--- src/rtl/seq_det_pkg.sv ---
// Shared types and constants for the serial pattern detector scheduler.
package seq_det_pkg;

  typedef enum logic [1:0] {
    IDLE   = 2'd0,
    STREAM = 2'd1,
    DONE   = 2'd2
  } state_t;

  localparam int unsigned DEF_PAT_LEN = 6;
  localparam logic [DEF_PAT_LEN-1:0] DEF_PATTERN = 6'b101011;

  // Index/counter width for n distinct values; never narrower than one bit.
  function automatic int unsigned idx_w(input int unsigned n);
    return (n <= 1) ? 1 : $clog2(n);
  endfunction

endpackage

--- src/rtl/seq_det_scheduler_if.sv ---
// Requester lanes plus match/frame reporting bus of the detector scheduler.
interface seq_det_scheduler_if #(
  parameter int unsigned NUM_CH    = 4,
  parameter int unsigned FRAME_LEN = 16
);
  import seq_det_pkg::*;

  localparam int unsigned CH_W  = idx_w(NUM_CH);
  localparam int unsigned CNT_W = idx_w(FRAME_LEN + 1);

  logic [NUM_CH-1:0] req;
  logic [NUM_CH-1:0] ch_bit;
  logic [NUM_CH-1:0] ch_valid;
  logic [NUM_CH-1:0] grant;
  logic              busy;
  logic              match_pulse;
  logic [CH_W-1:0]   match_ch;
  logic              frame_done;
  logic              frame_abort;
  logic [CH_W-1:0]   frame_ch;
  logic [CNT_W-1:0]  frame_match_cnt;

  modport master (
    output req, ch_bit, ch_valid,
    input  grant, busy, match_pulse, match_ch,
    input  frame_done, frame_abort, frame_ch, frame_match_cnt
  );

  modport slave (
    input  req, ch_bit, ch_valid,
    output grant, busy, match_pulse, match_ch,
    output frame_done, frame_abort, frame_ch, frame_match_cnt
  );

endinterface

--- src/rtl/pattern_matcher.sv ---
// Serial pattern detector: shift history, saturating fill count, sync clear,
// combinational hit for the bit being accepted and its registered match pulse.
module pattern_matcher
  import seq_det_pkg::*;
#(
  parameter int unsigned          PAT_LEN = DEF_PAT_LEN,
  parameter logic [PAT_LEN-1:0]   PATTERN = DEF_PATTERN
) (
  input  logic clk,
  input  logic reset_n,
  input  logic clear,
  input  logic bit_valid,
  input  logic bit_in,
  output logic hit_c,
  output logic match
);

  localparam int unsigned FILL_W = idx_w(PAT_LEN + 1);
  localparam logic [FILL_W-1:0] FILL_FULL = FILL_W'(PAT_LEN);

  logic [PAT_LEN-1:0] hist;
  logic [FILL_W-1:0]  fill;
  logic [PAT_LEN-1:0] hist_next_c;
  logic               full_next_c;

  assign hist_next_c = {hist[PAT_LEN-2:0], bit_in};
  assign full_next_c = (fill >= FILL_W'(PAT_LEN - 1));
  assign hit_c       = bit_valid && !clear && full_next_c && (hist_next_c == PATTERN);

  // History and fill only ever advance on accepted bits; clear wins.
  always_ff @(posedge clk or negedge reset_n) begin
    if (!reset_n) begin
      hist  <= '0;
      fill  <= '0;
      match <= 1'b0;
    end else if (clear) begin
      hist  <= '0;
      fill  <= '0;
      match <= 1'b0;
    end else begin
      match <= hit_c;
      if (bit_valid) begin
        hist <= hist_next_c;
        if (fill != FILL_FULL) fill <= fill + FILL_W'(1);
      end
    end
  end

endmodule

--- src/rtl/seq_det_scheduler.sv ---
// Round-robin frame scheduler sharing one pattern matcher among NUM_CH
// serial requesters, with per-frame hit counting.
module seq_det_scheduler
  import seq_det_pkg::*;
#(
  parameter int unsigned        NUM_CH    = 4,
  parameter int unsigned        FRAME_LEN = 16,
  parameter int unsigned        PAT_LEN   = DEF_PAT_LEN,
  parameter logic [PAT_LEN-1:0] PATTERN   = DEF_PATTERN
) (
  input  logic              clk,
  input  logic              reset_n,
  seq_det_scheduler_if.slave bus
);

  localparam int unsigned CH_W  = idx_w(NUM_CH);
  localparam int unsigned CNT_W = idx_w(FRAME_LEN + 1);
  localparam logic [CNT_W-1:0] LAST_IDX = CNT_W'(FRAME_LEN - 1);
  localparam logic [CH_W-1:0]  MAX_CH   = CH_W'(NUM_CH - 1);

  state_t           state;
  logic [CH_W-1:0]  rr_ptr;
  logic [CH_W-1:0]  gidx;
  logic [CNT_W-1:0] bit_cnt;
  logic [CNT_W-1:0] match_cnt;

  logic             pick_ok_c;
  logic [CH_W-1:0]  pick_c;
  logic [CH_W-1:0]  cand_c;
  logic             accept_c;
  logic             abort_c;
  logic             last_c;
  logic             hit_c;
  logic [CNT_W-1:0] cnt_inc_c;

  // First requester at or after rr_ptr, wrapping upward.
  always_comb begin
    pick_ok_c = 1'b0;
    pick_c    = '0;
    cand_c    = '0;
    for (int unsigned i = 0; i < NUM_CH; i++) begin
      cand_c = CH_W'((32'(rr_ptr) + i) % NUM_CH);
      if (!pick_ok_c && bus.req[cand_c]) begin
        pick_ok_c = 1'b1;
        pick_c    = cand_c;
      end
    end
  end

  // A dropped request ends the frame and discards any bit offered alongside it.
  assign accept_c  = (state == STREAM) && bus.req[gidx] && bus.ch_valid[gidx];
  assign abort_c   = (state == STREAM) && !bus.req[gidx];
  assign last_c    = accept_c && (bit_cnt == LAST_IDX);
  assign cnt_inc_c = (match_cnt == '1) ? match_cnt : match_cnt + CNT_W'(1);

  pattern_matcher #(
    .PAT_LEN (PAT_LEN),
    .PATTERN (PATTERN)
  ) u_matcher (
    .clk       (clk),
    .reset_n   (reset_n),
    .clear     (state == IDLE),
    .bit_valid (accept_c),
    .bit_in    (bus.ch_bit[gidx]),
    .hit_c     (hit_c),
    .match     (bus.match_pulse)
  );

  always_ff @(posedge clk or negedge reset_n) begin
    if (!reset_n) begin
      state               <= IDLE;
      rr_ptr              <= '0;
      gidx                <= '0;
      bit_cnt             <= '0;
      match_cnt           <= '0;
      bus.grant           <= '0;
      bus.busy            <= 1'b0;
      bus.match_ch        <= '0;
      bus.frame_done      <= 1'b0;
      bus.frame_abort     <= 1'b0;
      bus.frame_ch        <= '0;
      bus.frame_match_cnt <= '0;
    end else begin
      bus.frame_done <= 1'b0;
      case (state)
        IDLE: begin
          bit_cnt   <= '0;
          match_cnt <= '0;
          if (pick_ok_c) begin
            gidx      <= pick_c;
            bus.grant <= NUM_CH'(1) << pick_c;
            bus.busy  <= 1'b1;
            state     <= STREAM;
          end
        end
        STREAM: begin
          if (accept_c) begin
            bit_cnt      <= bit_cnt + CNT_W'(1);
            bus.match_ch <= gidx;
          end
          if (hit_c) match_cnt <= cnt_inc_c;
          // The final bit's hit is folded into the reported count here.
          if (abort_c || last_c) begin
            state               <= DONE;
            bus.grant           <= '0;
            bus.frame_done      <= 1'b1;
            bus.frame_abort     <= abort_c;
            bus.frame_ch        <= gidx;
            bus.frame_match_cnt <= hit_c ? cnt_inc_c : match_cnt;
          end
        end
        DONE: begin
          rr_ptr   <= (gidx == MAX_CH) ? '0 : gidx + CH_W'(1);
          bus.busy <= 1'b0;
          state    <= IDLE;
        end
        default: state <= IDLE;
      endcase
    end
  end

endmodule

--- src/flat_wrapper.sv ---
// flat-port wrapper written by rule: the top's interface ports become plain ports
module seq_det_scheduler_flat import seq_det_pkg::*;
#(
  parameter int unsigned        NUM_CH    = 4,
  parameter int unsigned        FRAME_LEN = 16,
  parameter int unsigned        PAT_LEN   = DEF_PAT_LEN,
  parameter logic [PAT_LEN-1:0] PATTERN   = DEF_PATTERN
)
  (clk, reset_n, bus_req, bus_ch_bit, bus_ch_valid, bus_grant, bus_busy, bus_match_pulse, bus_match_ch, bus_frame_done, bus_frame_abort, bus_frame_ch, bus_frame_match_cnt);
  seq_det_scheduler_if #(.NUM_CH(NUM_CH), .FRAME_LEN(FRAME_LEN)) bus_i ();
  input  logic clk;
  input  logic reset_n;
  input wire logic [$bits(bus_i.req)-1:0] bus_req;
  input wire logic [$bits(bus_i.ch_bit)-1:0] bus_ch_bit;
  input wire logic [$bits(bus_i.ch_valid)-1:0] bus_ch_valid;
  output wire logic [$bits(bus_i.grant)-1:0] bus_grant;
  output wire logic [$bits(bus_i.busy)-1:0] bus_busy;
  output wire logic [$bits(bus_i.match_pulse)-1:0] bus_match_pulse;
  output wire logic [$bits(bus_i.match_ch)-1:0] bus_match_ch;
  output wire logic [$bits(bus_i.frame_done)-1:0] bus_frame_done;
  output wire logic [$bits(bus_i.frame_abort)-1:0] bus_frame_abort;
  output wire logic [$bits(bus_i.frame_ch)-1:0] bus_frame_ch;
  output wire logic [$bits(bus_i.frame_match_cnt)-1:0] bus_frame_match_cnt;
  assign bus_i.req = bus_req;
  assign bus_i.ch_bit = bus_ch_bit;
  assign bus_i.ch_valid = bus_ch_valid;
  assign bus_grant = bus_i.grant;
  assign bus_busy = bus_i.busy;
  assign bus_match_pulse = bus_i.match_pulse;
  assign bus_match_ch = bus_i.match_ch;
  assign bus_frame_done = bus_i.frame_done;
  assign bus_frame_abort = bus_i.frame_abort;
  assign bus_frame_ch = bus_i.frame_ch;
  assign bus_frame_match_cnt = bus_i.frame_match_cnt;
  seq_det_scheduler #(.NUM_CH(NUM_CH), .FRAME_LEN(FRAME_LEN), .PAT_LEN(PAT_LEN), .PATTERN(PATTERN)) u_core (.clk(clk), .reset_n(reset_n), .bus(bus_i));
endmodule
--- config.mk ---
export PLATFORM = sky130hd
export DESIGN_NAME = seq_det_scheduler_flat
export DESIGN_NICKNAME = d
export VERILOG_FILES = /design/src/rtl/seq_det_pkg.sv /design/src/rtl/seq_det_scheduler_if.sv /design/src/rtl/pattern_matcher.sv /design/src/rtl/seq_det_scheduler.sv /design/src/flat_wrapper.sv
export SDC_FILE = /design/constraint.sdc
export NUM_CORES = 1
export LEC_CHECK = 0
export CORE_MARGIN = 1.5
export CORE_UTILIZATION = 45
export DETAILED_ROUTE_END_ITERATION = 16
export GPL_TIMING_DRIVEN = 0
export PLACE_DENSITY = 0.83
export SYNTH_ARGS = -nofsm -noshare
export SYNTH_HDL_FRONTEND = slang
export SYNTH_SLANG_ARGS = --single-unit
--- constraint.sdc ---
create_clock -name clk -period 1.9 [get_ports clk]
set_clock_uncertainty 0.1 [all_clocks]
set_input_delay 0.38 -clock clk [delete_from_list [all_inputs] [get_ports clk]]
set_output_delay 0.38 -clock clk [all_outputs]
set_load 0.005 [all_outputs]
==> out/qor.csv <==
stage;metric;value;unit
timing;final cycle utilization of the critical path;1.09;
cells_and_area;area of the multi-input gates;1160;um^2
synth;share of the yosys chip area belonging to registers;0.492;
cells_and_area;Non-Filler Instances;295;
synth;number of synthesized flops with an enable pin;0;
synth;async set-reset flop share out of synthesis;1.00;
route;Vias/cell;5.77;
pwr;static leakage;1.29;nW
synth;synthesized area;2090;um^2
synth;Synth top area share;0.492;
critical_path;FF-to-FF Start;u_core.gidx[0];
place;Inst Count DP;268;
clock_network;Clk Latency, worst-skew pair;0.30;ns
grt;first-pass GRT wire length;8180;um
grt;Total GRT Usage;0.206;
route;initial DRC count;105;
die;IO Pins;31;
timing;Max Slew Vio Count;0;
clock_network;Reg clk slew, reported paths;0.09;ns
clock_network;# hold bufs at CTS;0;
timing;Max Freq;0.485;GHz
place;global placement routability congestion;0.767;
cells_and_area;ANT cells;0;
route;drt drc;0;
cells_and_area;most frequent cells in the layout;40 x dfrtp_1, 29 x clkdlybuf4s50_1, 16 x nand2_1;
die;die footprint;5060;um^2
pwr;VDD IR max;0.000806;V
clock_network;Clock Tree Root;clkbuf_8;
timing;Worst-Margin Slew;0.914;ns
clock_network;Num CTS Buffers;5;
critical_path;worst-path cell chain;buf_6, mux4_2, buf_8, and2_4, or3_1, o21ai_1;
synth;Area contributors post-synth;dfrtp_1 49%, ha_1 4.2%, mux2_2 3.8%;
cells_and_area;Layout Utilization;0.666;
die;Die Ht;71.1;um
synth;FF+latch count, synth;41;
critical_path;WP buf/inv;2;
critical_path;crit-path max cell delay;0.54;ns
pwr;Power Density;1460;nW/um^2
cells_and_area;flip-flop and latch area;1030;um^2
timing;Setup Viol. Count Final;30;
place;detailed placer's ending HPWL;2970;um
cells_and_area;# nets final;263;
route;Final ANT Viol Nets;0;
synth;distinct cell type count after synthesis;51;
cells_and_area;layout cells sized above 1;0.329;
timing;final-report hold violation count;0;
route;Routed WL;5120;um
critical_path;critical-path maximum fanout;8;
route;drt wl/cell;17.3;um
timing;Slew HR;0.391;
clock_network;CTS tree;done;
clock_network;clk buf depth;2;
synth;Post-Syn Nets;207;
die;die width;71.1;um
clock_network;H-Tree Depth;2;
synth;Most used DFF post-synth;dfrtp_1;
critical_path;Startpoint Class;register;
cells_and_area;P&R area growth vs syn;40.9;%
timing;final worst setup slack;-0.163;ns
die;row count;24;
clock_network;clock sink total;41;
worst_hold_path;Hold Crit Class;input port to async pin;
critical_path;Slowest-stage cell, CP;mux4_2;
status;run status;finished with violations;
critical_path;critical path endpoint category;register;
route;DRT Pass-1 Iters;4;
cells_and_area;number of fill cells in the layout;296;
status;failing checks;negative setup slack;
critical_path;CP top delay family;simple AND/OR/NAND/NOR gates;
grt;Remaining Overflow, GRT;0;
grt;vias in the first global route;1685;
cells_and_area;commonest non-fill, non-tap cell in the layout;dfrtp_1;
pwr;Pwr Total;4.28;mW
synth;Ys Warns;0;
place;IO Port Bufs;30;
synth;syn avg cell area;11.2;um^2
synth;Post-Syn Instances;186;
route;DR vias;1703;
timing;Tmin final;2.06;ns
critical_path;Crit Path Class;register to register;
critical_path;WP data required;2.03;ns
die;Core ar.;4410;um^2
critical_path;Worst setup startpoint;u_core.gidx[0];
grt;initial antenna violation count;0;
grt;largest net degree at the start of global routing;42;
job;maxcap violations;0;
die;initial core utilization;0.473;
synth;top cell type by total area after synthesis;dfrtp_1;
critical_path;crit path DAT;2.19;ns
timing;unrepaired setup endpoints after global routing;yes;
place;DP Worst Slack;-0.489;ns
-- cell usage after synthesis (2+ instances only) --
master    number
buf_6          3
a41oi_1        2
and3_1         3
nand3_1        3
nand4_1        2
nand2_1       21
o22ai_1        2
xor2_1         3
a21oi_2        2
a22o_1         4
nand2b_1       2
nor3_1         2
nand3b_1       2
dfrtp_1       41
a21oi_1       14
mux4_2         2
a31oi_1        2
nor4bb_1       2
o21ai_0        5
nor2b_1        3
nor2_1        11
mux2i_1        6
mux2_2         7
ha_1           7
inv_1          9
-- state kept, by name, indices dropped and copies added (netlist names) --
register and count:
u_core.bit_cnt 5, u_core.bus.frame_match_cnt 5, u_core.match_cnt 5, u_core.u_matcher.hist 5
u_core.bus.grant 4, u_core.u_matcher.fill 3, u_core.bus.frame_ch 2, u_core.bus.match_ch 2
u_core.gidx 2, u_core.rr_ptr 2, u_core.state 2, u_core.bus.busy 1
u_core.bus.frame_abort 1, u_core.bus.frame_done 1, u_core.u_matcher.match 1
-- final cells by class --
type	instances	area share
Clock buffer	6	0.0281
Sequential cell	41	0.349
Tap cell	52	0.0221
Timing Repair Buffer	48	0.157
Multi-Input combinational cell	130	0.393
Buffer	7	0.0255
Clock inverter	2	0.0128
Inverter	9	0.0115
-- routing by layer --
metal	vias to the layer above	GRT usage	wire length, um
li1	785	-	-
met1	835	0.257	2050
met2	65	0.349	2690
met3	18	0.0527	256
met4	0	0.0692	124
met5	-	0	0
-- report_power, final --
| group | internal [mW] | leakage, nW | switching (mW) | total [mW] |
|---|---|---|---|---|
| registers | 1.11 | 0.539 | 0.183 | 1.30 |
| logic | 1.17 | 0.698 | 1.06 | 2.23 |
| clock network | 0.428 | 0.0574 | 0.329 | 0.756 |
| total | 2.71 | 1.29 | 1.57 | 4.28 |
-- what timing repair did --
item                                   4_1_cts  5_1_grt
pin swaps                                   13       14
cloned                                       2        0
endpoints found under the hold margin        0        0
gates resized for setup                     22       24
setup endpoints to repair                   29       31
setup buffers                               13        5
-- per-stage QoR --
| step | hold slack (ns) | setup TNS, ns | instance area [um^2] |
|---|---|---|---|
| after floorplan | -0.0156 | -0.125 | 2090 |
| after global placement | 0.390 | -34.81 | 2450 |
| after detailed placement | 0.381 | -9.23 | 2450 |
| after CTS | 0.137 | -1.04 | 2810 |
| after global routing | 0.179 | -4.23 | 2940 |
| final | 0.0994 | -2.24 | 2940 |
-- worst paths after layout --
| path | end | slack (ns) | depth (start not counted) |
|---|---|---|---|
| worst max-delay path | u_core.bit_cnt[4] | -0.16 | 6 |
| worst min-delay path | u_core.u_matcher.match | 0.1 | 1 |
| worst max register to register | u_core.bit_cnt[4] | -0.16 | 6 |
| worst min register to register | u_core.bus.busy | 0.40 | 1 |
| max in group asynchronous | u_core.state[1] | 0.96 | 1 |
| min in group clk | u_core.bus.busy | 0.40 | 1 |
-- cell families (layout without fill, tap and decap cells) --
kind of cell / count (synthesis) / in the layout / share of synthesized area
buffers and inverters: 16 / 72 / 0.0474
adders and majority gates: 7 / 7 / 0.0420
and+or+nand+nor: 61 / 61 / 0.169
xor gates and xnor gates: 4 / 4 / 0.0168
DFF: 41 / 41 / 0.492
AOI/OAI and AO/OA: 42 / 43 / 0.145
muxes: 15 / 15 / 0.0881
No activity file was read; power rests on OpenSTA's default activity.
